`config.mk`:
```
export PLATFORM = sky130hd
export DESIGN_NAME = median_window_feeder
export DESIGN_NICKNAME = d
export VERILOG_FILES = /design/src/rtl/median_window_feeder.sv
export SDC_FILE = /design/constraint.sdc
export NUM_CORES = 1
export LEC_CHECK = 0
export CORE_MARGIN = 4
export CORE_UTILIZATION = 50
export CTS_BUF_LIST = sky130_fd_sc_hd__clkbuf_8
export DETAILED_ROUTE_END_ITERATION = 10
export PLACE_DENSITY = 0.77
export SKIP_LAST_GASP = 1
export SLEW_MARGIN = 20
export SYNTH_ARGS = -nofsm -noshare
export SYNTH_HDL_FRONTEND = slang
export SYNTH_SLANG_ARGS = --single-unit
```
`constraint.sdc`:
```
create_clock -name CLK -period 3.5 [get_ports CLK]
set_clock_uncertainty 0.05 [all_clocks]
set_input_delay 0.7 -clock CLK [delete_from_list [all_inputs] [get_ports CLK]]
set_output_delay 0.7 -clock CLK [all_outputs]
set_load 0.02 [all_outputs]
```
`src/rtl/median_window_feeder.sv`:
```
// median_window_feeder
//   Turns a raster pixel stream into 3x3 windows for an external median
//   filter. Two line buffers hold the previous two lines. Every accepted
//   pixel shifts a new column into the window. Once a full window exists
//   (row >= 2, col >= 2), its nine pixels go out row-major on MDI/MDSI. The
//   block then waits for the filter's MDSO and registers the result on
//   RES/RES_VLD. If MDSO does not arrive within TMO cycles, ERR is set and
//   stays set.
//
// Ports
//   CLK      system clock, rising edge
//   nRST     asynchronous active-low reset
//   PIX_I    raster pixel data           PIX_VLD  PIX_I valid
//   SOF      start of frame (with PIX_VLD)
//   PIX_RDY  pixel accepted when PIX_VLD && PIX_RDY
//   MDI      window pixel to filter      MDSI     MDI valid strobe
//   MDO      filter result               MDSO     filter result valid
//   RES      registered median result    RES_VLD  one-cycle "RES is new"
//   ERR      sticky timeout flag
module median_window_feeder #(
    parameter int W   = 8,
    parameter int LW  = 16,
    parameter int TMO = 255
) (
    input  logic         CLK,
    input  logic         nRST,
    input  logic [W-1:0] PIX_I,
    input  logic         PIX_VLD,
    input  logic         SOF,
    output logic         PIX_RDY,
    output logic [W-1:0] MDI,
    output logic         MDSI,
    input  logic [W-1:0] MDO,
    input  logic         MDSO,
    output logic [W-1:0] RES,
    output logic         RES_VLD,
    output logic         ERR
);
    localparam int CW = $clog2(LW);

    typedef enum logic [1:0] {IDLE, SEND, WAIT} state_t;

    state_t        state_reg;
    logic [CW-1:0] col_reg, col_cur, col_next;
    logic [1:0]    row_reg, row_cur, row_next;
    logic [3:0]    k_reg;
    logic [7:0]    wcnt_reg;
    logic          pix_rdy_reg, mdsi_reg, res_vld_reg, err_reg;
    logic [W-1:0]  mdi_reg, res_reg;

    logic [W-1:0]  lb0_mem [LW];
    logic [W-1:0]  lb1_mem [LW];
    logic [W-1:0]  lb0_rd_reg, lb1_rd_reg;
    logic [W-1:0]  win_reg  [9];
    logic [W-1:0]  win_next [9];
    logic [W-1:0]  new_col  [3];

    logic          accept, win_done;

    // PIX_RDY is only ever high in IDLE, so this also implies state IDLE.
    assign accept   = PIX_VLD && pix_rdy_reg;

    // SOF makes the current pixel col 0 / row 0 regardless of position.
    assign col_cur  = SOF ? '0 : col_reg;
    assign row_cur  = SOF ? 2'd0 : row_reg;

    // row saturates at 2, so row_cur == 2 means "third line or later".
    assign win_done = accept && (row_cur == 2'd2) && (col_cur >= CW'(2));

    always_comb begin
        col_next = col_reg;
        row_next = row_reg;
        if (accept) begin
            if (col_cur == CW'(LW - 1)) begin
                col_next = '0;
                row_next = (row_cur == 2'd2) ? 2'd2 : row_cur + 2'd1;
            end else begin
                col_next = col_cur + CW'(1);
                row_next = row_cur;
            end
        end
    end

    // The new right column, top to bottom: two lines ago, last line, now.
    assign new_col[0] = lb1_rd_reg;
    assign new_col[1] = lb0_rd_reg;
    assign new_col[2] = PIX_I;

    // Window is row-major: w[3r+0] is the left pixel and w[3r+2] the right pixel.
    // On SOF, the older two columns restart from zero.
    genvar gi;
    generate
        for (gi = 0; gi < 3; gi++) begin : g_win_row
            assign win_next[3*gi]   = SOF ? '0 : win_reg[3*gi+1];
            assign win_next[3*gi+1] = SOF ? '0 : win_reg[3*gi+2];
            assign win_next[3*gi+2] = new_col[gi];
        end
        for (gi = 0; gi < 9; gi++) begin : g_win_reg
            always_ff @(posedge CLK) begin
                if (accept) begin
                    win_reg[gi] <= win_next[gi];
                end
            end
        end
    endgenerate

    // Line buffers are block RAM with a registered read. The read address is
    // the column of the next pixel, so the data is ready when that pixel
    // arrives. The write on acceptance always targets a different column
    // than the prefetch. After SOF, the prefetch came from the old column and
    // is wrong for column 0. That only pollutes line-0 data, which is never
    // part of an emitted window.
    always_ff @(posedge CLK) begin
        if (accept) begin
            lb0_mem[col_cur] <= PIX_I;
            lb1_mem[col_cur] <= lb0_rd_reg;
        end
        lb0_rd_reg <= lb0_mem[col_next];
        lb1_rd_reg <= lb1_mem[col_next];
    end

    always_ff @(posedge CLK or negedge nRST) begin
        if (!nRST) begin
            state_reg   <= IDLE;
            pix_rdy_reg <= 1'b0;
            mdsi_reg    <= 1'b0;
            mdi_reg     <= '0;
            res_reg     <= '0;
            res_vld_reg <= 1'b0;
            err_reg     <= 1'b0;
            col_reg     <= '0;
            row_reg     <= '0;
            wcnt_reg    <= '0;
            k_reg       <= '0;
        end else begin
            res_vld_reg <= 1'b0;
            col_reg     <= col_next;
            row_reg     <= row_next;
            case (state_reg)
                IDLE: begin
                    pix_rdy_reg <= 1'b1;
                    if (win_done) begin
                        // Present w[0] right away so MDSI rises the cycle
                        // after the completing pixel.
                        state_reg   <= SEND;
                        pix_rdy_reg <= 1'b0;
                        mdsi_reg    <= 1'b1;
                        mdi_reg     <= win_next[0];
                        k_reg       <= 4'd1;
                    end
                end
                SEND: begin
                    if (k_reg == 4'd9) begin
                        state_reg <= WAIT;
                        mdsi_reg  <= 1'b0;
                        mdi_reg   <= '0;
                        wcnt_reg  <= '0;
                    end else begin
                        mdi_reg <= win_reg[k_reg];
                        k_reg   <= k_reg + 4'd1;
                    end
                end
                WAIT: begin
                    if (MDSO) begin
                        res_reg     <= MDO;
                        res_vld_reg <= 1'b1;
                        wcnt_reg    <= '0;
                        state_reg   <= IDLE;
                        pix_rdy_reg <= 1'b1;
                    end else if (wcnt_reg == 8'(TMO - 1)) begin
                        // TMO WAIT cycles have elapsed with no answer.
                        err_reg     <= 1'b1;
                        wcnt_reg    <= '0;
                        state_reg   <= IDLE;
                        pix_rdy_reg <= 1'b1;
                    end else begin
                        wcnt_reg <= wcnt_reg + 8'd1;
                    end
                end
                default: begin
                    state_reg   <= IDLE;
                    pix_rdy_reg <= 1'b0;
                    mdsi_reg    <= 1'b0;
                    mdi_reg     <= '0;
                end
            endcase
        end
    end

    assign PIX_RDY = pix_rdy_reg;
    assign MDI     = mdi_reg;
    assign MDSI    = mdsi_reg;
    assign RES     = res_reg;
    assign RES_VLD = res_vld_reg;
    assign ERR     = err_reg;

endmodule

```
==> results.tsv, run 1 <==
stage	metric	value	unit
layout	Final Instance Area	17400	sq um
yosys	adder-cell area share of the yosys netlist	0.814	%
die	# rows	63	
yosys	synthesized area	15400	sq um
clock_network	CTS H-tree lvls	2	
min_path	Hold Path Class	input pin to asynchronous set/reset pin	
setup_path	RR Startpoint	col_reg[1]$_DFF_PN0_	
placement	Place WS	0.428	ns
yosys	Synth Flop Type	edfxtp_1	
yosys	top post-synthesis cells by area	edfxtp_1 64%, dfrtp_1 6.5%, nand2_1 5.2%	
setup_path	crit path launch type	input pin	
yosys	post-synth top area share	64.1	%
run	max_cap viols	0	
yosys	Simple-Gate Fraction of Synth Area	10.2	%
pwr	Pwr Density	635	nW/um^2
detailed_routing	Vias	9243	
timing	Peak Freq	0.401	GHz
detailed_routing	met1 WL	13300	microns
pwr	Internal	7950	uW
yosys	Synth Instances	1091	
layout	commonest non-fill, non-tap cells in the layout	328 x edfxtp_1, 213 x nand2_1, 67 x a21oi_1, 65 x clkbuf_8, 62 x nor2b_1	
yosys	Async S/R FF share, synth	10.4	%
status	status	complete, no violations	
global_route	largest net degree at the start of global routing	129	
yosys	Seq/Total Area, Yosys	72.7	%
die	Starting Density	51.3	%
timing	PnR worst setup slack	1.00	ns
global_route	global-route wire length before repair	49300	microns
setup_path	CP Data Arrival Time	2.89	ns
die	core box area	30000	sq um
yosys	combinational family with the most area after synthesis	compound AO/OA/AOI/OAI gates	
yosys	Synth cell types	50	
pwr	switching share of power	27.9	%
die	DIE AREA	33600	sq um
clock_network	Clock Latency Late Sink	0.62	ns
layout	Register Area	11200	sq um
yosys	number of synthesized flops with an enable pin	328	
global_route	Remaining Overflow, GRT	0	
clock_network	post-CTS setup buffer count	0	
clock_network	# clock sinks	384	
clock_network	post_cts resized	0	
timing	pins over their slew limit	0	
die	die width	183	microns
die	I/O pins	41	
detailed_routing	met2 wire len	15300	microns
global_route	GRT Overall Usage	18.4	%
setup_path	crit path max-delay cell type	mux2i_4	
pwr	Psw	3070	uW
yosys	number of synthesized register bits	384	
yosys	Synth Area in Compound Gates	11.2	%
timing	Worst-Margin Slew	0.884	ns
global_route	antenna violations before repair	0	
timing	Final Cycle Share	71.3	%
yosys	area leader, netlist	edfxtp_1	
timing	relative slew slack	41.1	%
setup_path	Setup crit start	PIX_VLD	
yosys	Synth Area in XOR/XNOR	0.171	%
layout	Area Overhead vs Synth	13.0	%
setup_path	worst path cell trace	clkdlybuf4s50_1 -> and2_4 -> mux2i_4 -> buf_12 -> a32oi_1 -> a22oi_1 -> o221ai_1	
layout	Filler cells	2333	
clock_network	CTS tree	done	
placement	RePlAce Congestion	0.795	
detailed_routing	Routed WL	31400	microns
detailed_routing	DRC Markers	0	
detailed_routing	DR iter-0 viols	838	
layout	Multi-input gate area	3830	sq um
setup_path	worst-path maximum fanout	52	
timing	setup violators final	0	
pwr	Comb pwr share	15.3	%
clock_network	root buffer cell	clkbuf_8	
detailed_routing	vias per inst	5.77	
yosys	post-synthesis mux area share	2.42	%
layout	ratio of cells with drive above 1 in the final layout	12.2	%
detailed_routing	Final ANT Viol Nets	0	
clock_network	CTS Buf Count	59	
setup_path	worst stage delay on the critical path	0.59	ns
clock_network	Hold Buf Count CTS	0	
pwr	sequential share of power	54.0	%
pwr	VDD IR max	0.457	mV
pwr	total power	11000	uW
die	die height	183	microns
placement	Post-DP Area	16300	sq um
yosys	Mean Syn Cell Area	14.1	sq um
timing	RSZ-0062 raised after global routing	false	
yosys	syn nets	1122	
detailed_routing	First-pass DRT Iterations	6	
yosys	synth warn	0	
layout	diodes inserted	0	
layout	post-layout util	58.0	%
timing	Period minus WS final	2.50	ns
pwr	Pleak	0.00605	uW
layout	most common cell after layout, fill and taps aside	edfxtp_1	
clock_network	Worst-path clk slew	0.06	ns
detailed_routing	top routing layer in use	met4	
placement	Buffers on Ports	40	
setup_path	Setup crit end kind	flip-flop	
detailed_routing	wire length on met3	2210	microns
clock_network	Max Root-Sink Buffers	3	
timing	Hold Fails Final Rpt	0	
timing	Fin Setup TNS	0	ns
detailed_routing	wire length per cell	19.6	microns
setup_path	CP Data Required Time	3.90	ns
pwr	clock network fraction of total power	30.7	%
placement	dpl hpwl	18100	microns
layout	layout net count	1192	
setup_path	CP Class	input pin to flip-flop	
global_route	vias in the first global route	9052	
## power by group through the flow
stage	registers, uW	logic (uW)	clock network [uW]
2_1_floorplan	5890	1250	0
3_3_place_gp	6010	1620	0
3_5_place_dp	6040	1680	0
4_1_cts	5940	1690	3460
5_1_grt	6010	1850	3710
6_report	5950	1680	3390
## logic make-up (layout without fill, tap and decap cells)
family,after synthesis,count (layout)
adder cells (fa/ha/maj),10,10
AO/OA/AOI/OAI,229,229
AND/OR/NAND/NOR,352,352
multiplexers,35,35
XOR/XNOR,3,3
flip-flops,384,384
buffers and inverters,78,198
## layout make-up
class	count	share of cell area (%)
Clock buffer	65	5.15
Clock inverter	46	1.22
Inverter	10	0.223
Timing Repair Buffer	77	4.21
Tap cell	390	2.81
Multi-Input combinational cell	629	22.1
Sequential cell	384	64.3
## critical path, delay by kind of cell
kind,cells,cell delay (ns)
AO/OA/AOI/OAI,3,0.52
buffers and inverters,2,0.78
multiplexers,1,0.59
AND/OR/NAND/NOR,1,0.29
## metrics by stage
stage          cells  hold WS, ns
2_1_floorplan   1091        0.336
3_3_place_gp    1490        0.346
3_5_place_dp    1490        0.344
4_1_cts         1601        0.195
5_1_grt         1601        0.250
6_report        1601        0.184
## Yosys cell counts, drive strengths merged (10+ instances only)
cell type  number
inv            10
a32oi          32
dfxtp          16
nand2         213
o221ai         16
nand3          15
buf            53
clkbuf         15
a32o           32
nor2           38
a21oi          67
mux2i          27
ha             10
o21ai          12
a22oi          32
edfxtp        328
nor2b          62
a31oi          17
dfrtp          40
## worst paths after layout
kind,endpoint,slack [ns],depth (start not counted)
max,lb1_rd_reg[0]$_DFF_P_,1.00,7
min,wcnt_reg[2]$_DFFE_PN0P_,0.18,1
max reg2reg,lb1_rd_reg[0]$_DFF_P_,1.07,9
min reg2reg,win_reg[2][4]$_DFFE_PP_,0.36,0
max in group asynchronous,k_reg[0]$_DFFE_PN0P_,2.60,1
min in group CLK,win_reg[2][4]$_DFFE_PP_,0.36,0
## layer usage
metal	up-vias	track usage [%]
li1	4264	-
met1	4567	25.4
met2	355	30.9
met3	57	3.03
met4	0	4.83
met5	-	0
Note: power is estimated with default switching activity, not from simulation.
==> run 2, diff against run 1 <==
Settings changed: PLACE_DENSITY 0.77 to 0.79.
Clock period 3.5 ns to 2.2 ns, I/O delays scaled along.
==> run 2 against run 1 <==
Final cell count grew 2.5%. Critical path depth grew 2. Final area grew 4.7%. Global-route usage grew 0.49 points. Sequential power grew 59%. Sequential share of layout area shrank 2.9 points. Worst setup slack lost 0.97 ns. Core utilization grew 2.7 points. Via count grew 3.2%. Die area is the same. Combinational power grew 93%. Highest routed layer unchanged.
==> results.tsv, run 2 (synthesized netlist as in run 1, its figures left out) <==
stage	metric	value	unit
status	status	complete, no violations	
setup_path	worst-path maximum fanout	27	
min_path	Hold Path Origin	lb1_rd_reg[2]$_DFF_P_	
setup_path	worst reg-to-reg setup slack	0.04	ns
pwr	total power	18300	uW
timing	Final Cycle Share	98.3	%
die	die height	183	microns
pwr	Pwr Density	1000	nW/um^2
detailed_routing	vias per inst	5.81	
layout	Filler cells	2180	
detailed_routing	Final ANT Viol Nets	0	
min_path	Worst Hold Depth	0	
setup_path	cells on worst reg2reg path	9	
layout	final std cells w/o fill	1641	
layout	Final Instance Area	18200	sq um
global_route	global-route wire length before repair	50200	microns
die	die width	183	microns
placement	Buffers on Ports	40	
die	# rows	63	
layout	ratio of cells with drive above 1 in the final layout	17.1	%
die	DIE AREA	33600	sq um
timing	Peak Freq	0.463	GHz
pwr	switching share of power	27.8	%
timing	Period minus WS final	2.16	ns
min_path	hold path endpoint	win_reg[2][2]$_DFFE_PP_	
global_route	Remaining Overflow, GRT	0	
pwr	Psw	5070	uW
pwr	Internal	13200	uW
clock_network	CTS tree	done	
placement	RePlAce Congestion	0.783	
timing	RSZ-0062 raised after global routing	true	
pwr	clock network fraction of total power	30.6	%
placement	DP Cell Count	1529	
clock_network	CTS Buf Count	58	
clock_network	CTS H-tree lvls	2	
clock_network	root buffer cell	clkbuf_8	
timing	setup violators final	0	
pwr	VDD IR max	0.552	mV
pwr	sequential share of power	51.7	%
clock_network	Worst-path clk slew	0.07	ns
global_route	GRT Overall Usage	18.9	%
min_path	Hold Path Class	flip-flop to flip-flop	
placement	Post-DP Area	16900	sq um
detailed_routing	Vias	9540	
detailed_routing	wire length per cell	20.2	microns
setup_path	crit path launch type	flip-flop	
run	max_cap viols	0	
timing	Worst-Margin Slew	0.755	ns
layout	layout net count	1235	
detailed_routing	First-pass DRT Iterations	5	
timing	relative slew slack	49.5	%
die	Starting Density	51.3	%
timing	pins over their slew limit	0	
layout	post-layout util	60.7	%
timing	Hold Fails Final Rpt	0	
global_route	antenna violations before repair	1	
setup_path	Critical R2R Capture	lb0_rd_reg[7]$_DFF_P_	
pwr	Comb pwr share	17.8	%
setup_path	Setup crit start	PIX_RDY$_DFFE_PN0P_	
clock_network	Clock Latency Late Sink	0.62	ns
setup_path	CP Data Arrival Time	2.58	ns
layout	Area Overhead vs Synth	18.3	%
detailed_routing	DR iter-0 viols	887	
clock_network	Max Root-Sink Buffers	3	
detailed_routing	DRC Markers	0	
setup_path	CP Data Required Time	2.61	ns
global_route	largest net degree at the start of global routing	70	
die	I/O pins	41	
layout	most common cell after layout, fill and taps aside	edfxtp_1	
setup_path	Setup crit end kind	flip-flop	
pwr	Pleak	0.00636	uW
setup_path	CP Class	flip-flop to flip-flop	
layout	commonest non-fill, non-tap cells in the layout	328 x edfxtp_1, 213 x nand2_1, 65 x a21oi_1, 64 x clkbuf_8, 62 x nor2b_1	
die	core box area	30000	sq um
clock_network	# clock sinks	384	
detailed_routing	Routed WL	33100	microns
placement	dpl hpwl	18800	microns
global_route	vias in the first global route	9379	
setup_path	RR Startpoint	PIX_RDY$_DFFE_PN0P_	
run 2: cell count changes in the layout (fill, tap and decap cells not counted), sizes merged, moves of 2 or more:
cell / delta
inv: -4
clkbuf: +2
bufinv: +2
buf: +40
clkinv: -3
run 2: worst max path at each step:
stage                                        to  slack, ns
after global routing      lb1_rd_reg[0]$_DFF_P_      -0.04
after floorplan              MDI[2]$_DFFE_PN0P_     0.0007
after CTS                 lb1_rd_reg[0]$_DFF_P_       0.04
final                     lb0_rd_reg[7]$_DFF_P_       0.04
after detailed placement  lb0_rd_reg[7]$_DFF_P_      -0.42
after global placement    lb1_rd_reg[3]$_DFF_P_      -0.40
run 2: timing repair:
action | in CTS | in global routing
endpoints found under the setup margin | 0 | 15
hold endpoints to repair | 27 | 0
hold buffers | 1 | 0
gates resized for setup | 0 | 8
setup buffers | 0 | 1
run 2: metrics by stage:
| stage | hold slack (ns) | worst slack [ns] | TNS [ns] |
|---|---|---|---|
| finish | 0.351 | 0.0381 | 0 |
| global route | 0.361 | -0.0402 | -0.0572 |
| CTS | 0.353 | 0.0356 | 0 |
| detailed placement | 0.344 | -0.417 | -26.86 |
| global placement | 0.340 | -0.398 | -21.88 |
| floorplan | 0.0944 | 0.000739 | 0 |
run 2: layout make-up:
| class | count | area (sq um) | area share, % |
|---|---|---|---|
| flip-flops and latches | 384 | 11200 | 61.4 |
| multi-input cells | 629 | 3920 | 21.5 |
| repair buffers | 121 | 1440 | 7.94 |
| clock buffers | 64 | 881 | 4.84 |
| well taps | 390 | 488 | 2.68 |
| clock inverters | 42 | 246 | 1.35 |
| inverters | 10 | 40.0 | 0.220 |
| diodes | 1 | 2.50 | 0.0138 |
run 2: critical path: stages, from the launching register on:
cell,delay (ns)
dfrtp_2,0.43
and2_4,0.18
buf_4,0.15
mux2i_4,0.22
buf_12,0.16
clkbuf_16,0.20
a21oi_1,0.14
a32oi_1,0.08
a22oi_1,0.26
o221ai_1,0.16
run 2: per-layer routing:
metal / share of wire, % / GRT usage (%) / up-vias
met5: 0 / 0 / -
met1: 41 / 24.9 / 4734
met3: 6.9 / 3.03 / 57
li1: - / - / 4356
met4: 1.8 / 5.01 / 0
met2: 51 / 33.0 / 393
run 2: power groups by stage:
| stage | Clock [uW] | Sequential, uW | Combinational (uW) |
|---|---|---|---|
| global placement | 0 | 9530 | 2940 |
| global route | 6080 | 9520 | 3500 |
| floorplan | 0 | 9370 | 2030 |
| CTS | 5700 | 9440 | 3070 |
| finish | 5580 | 9440 | 3250 |
| detailed placement | 0 | 9580 | 3050 |
==> run 3, diff against run 2 <==
Settings changed: GPL_TIMING_DRIVEN set to 1.
==> results of run 3 <==
Same layout as run 2: the final DEF is identical, and so are final timing and power.
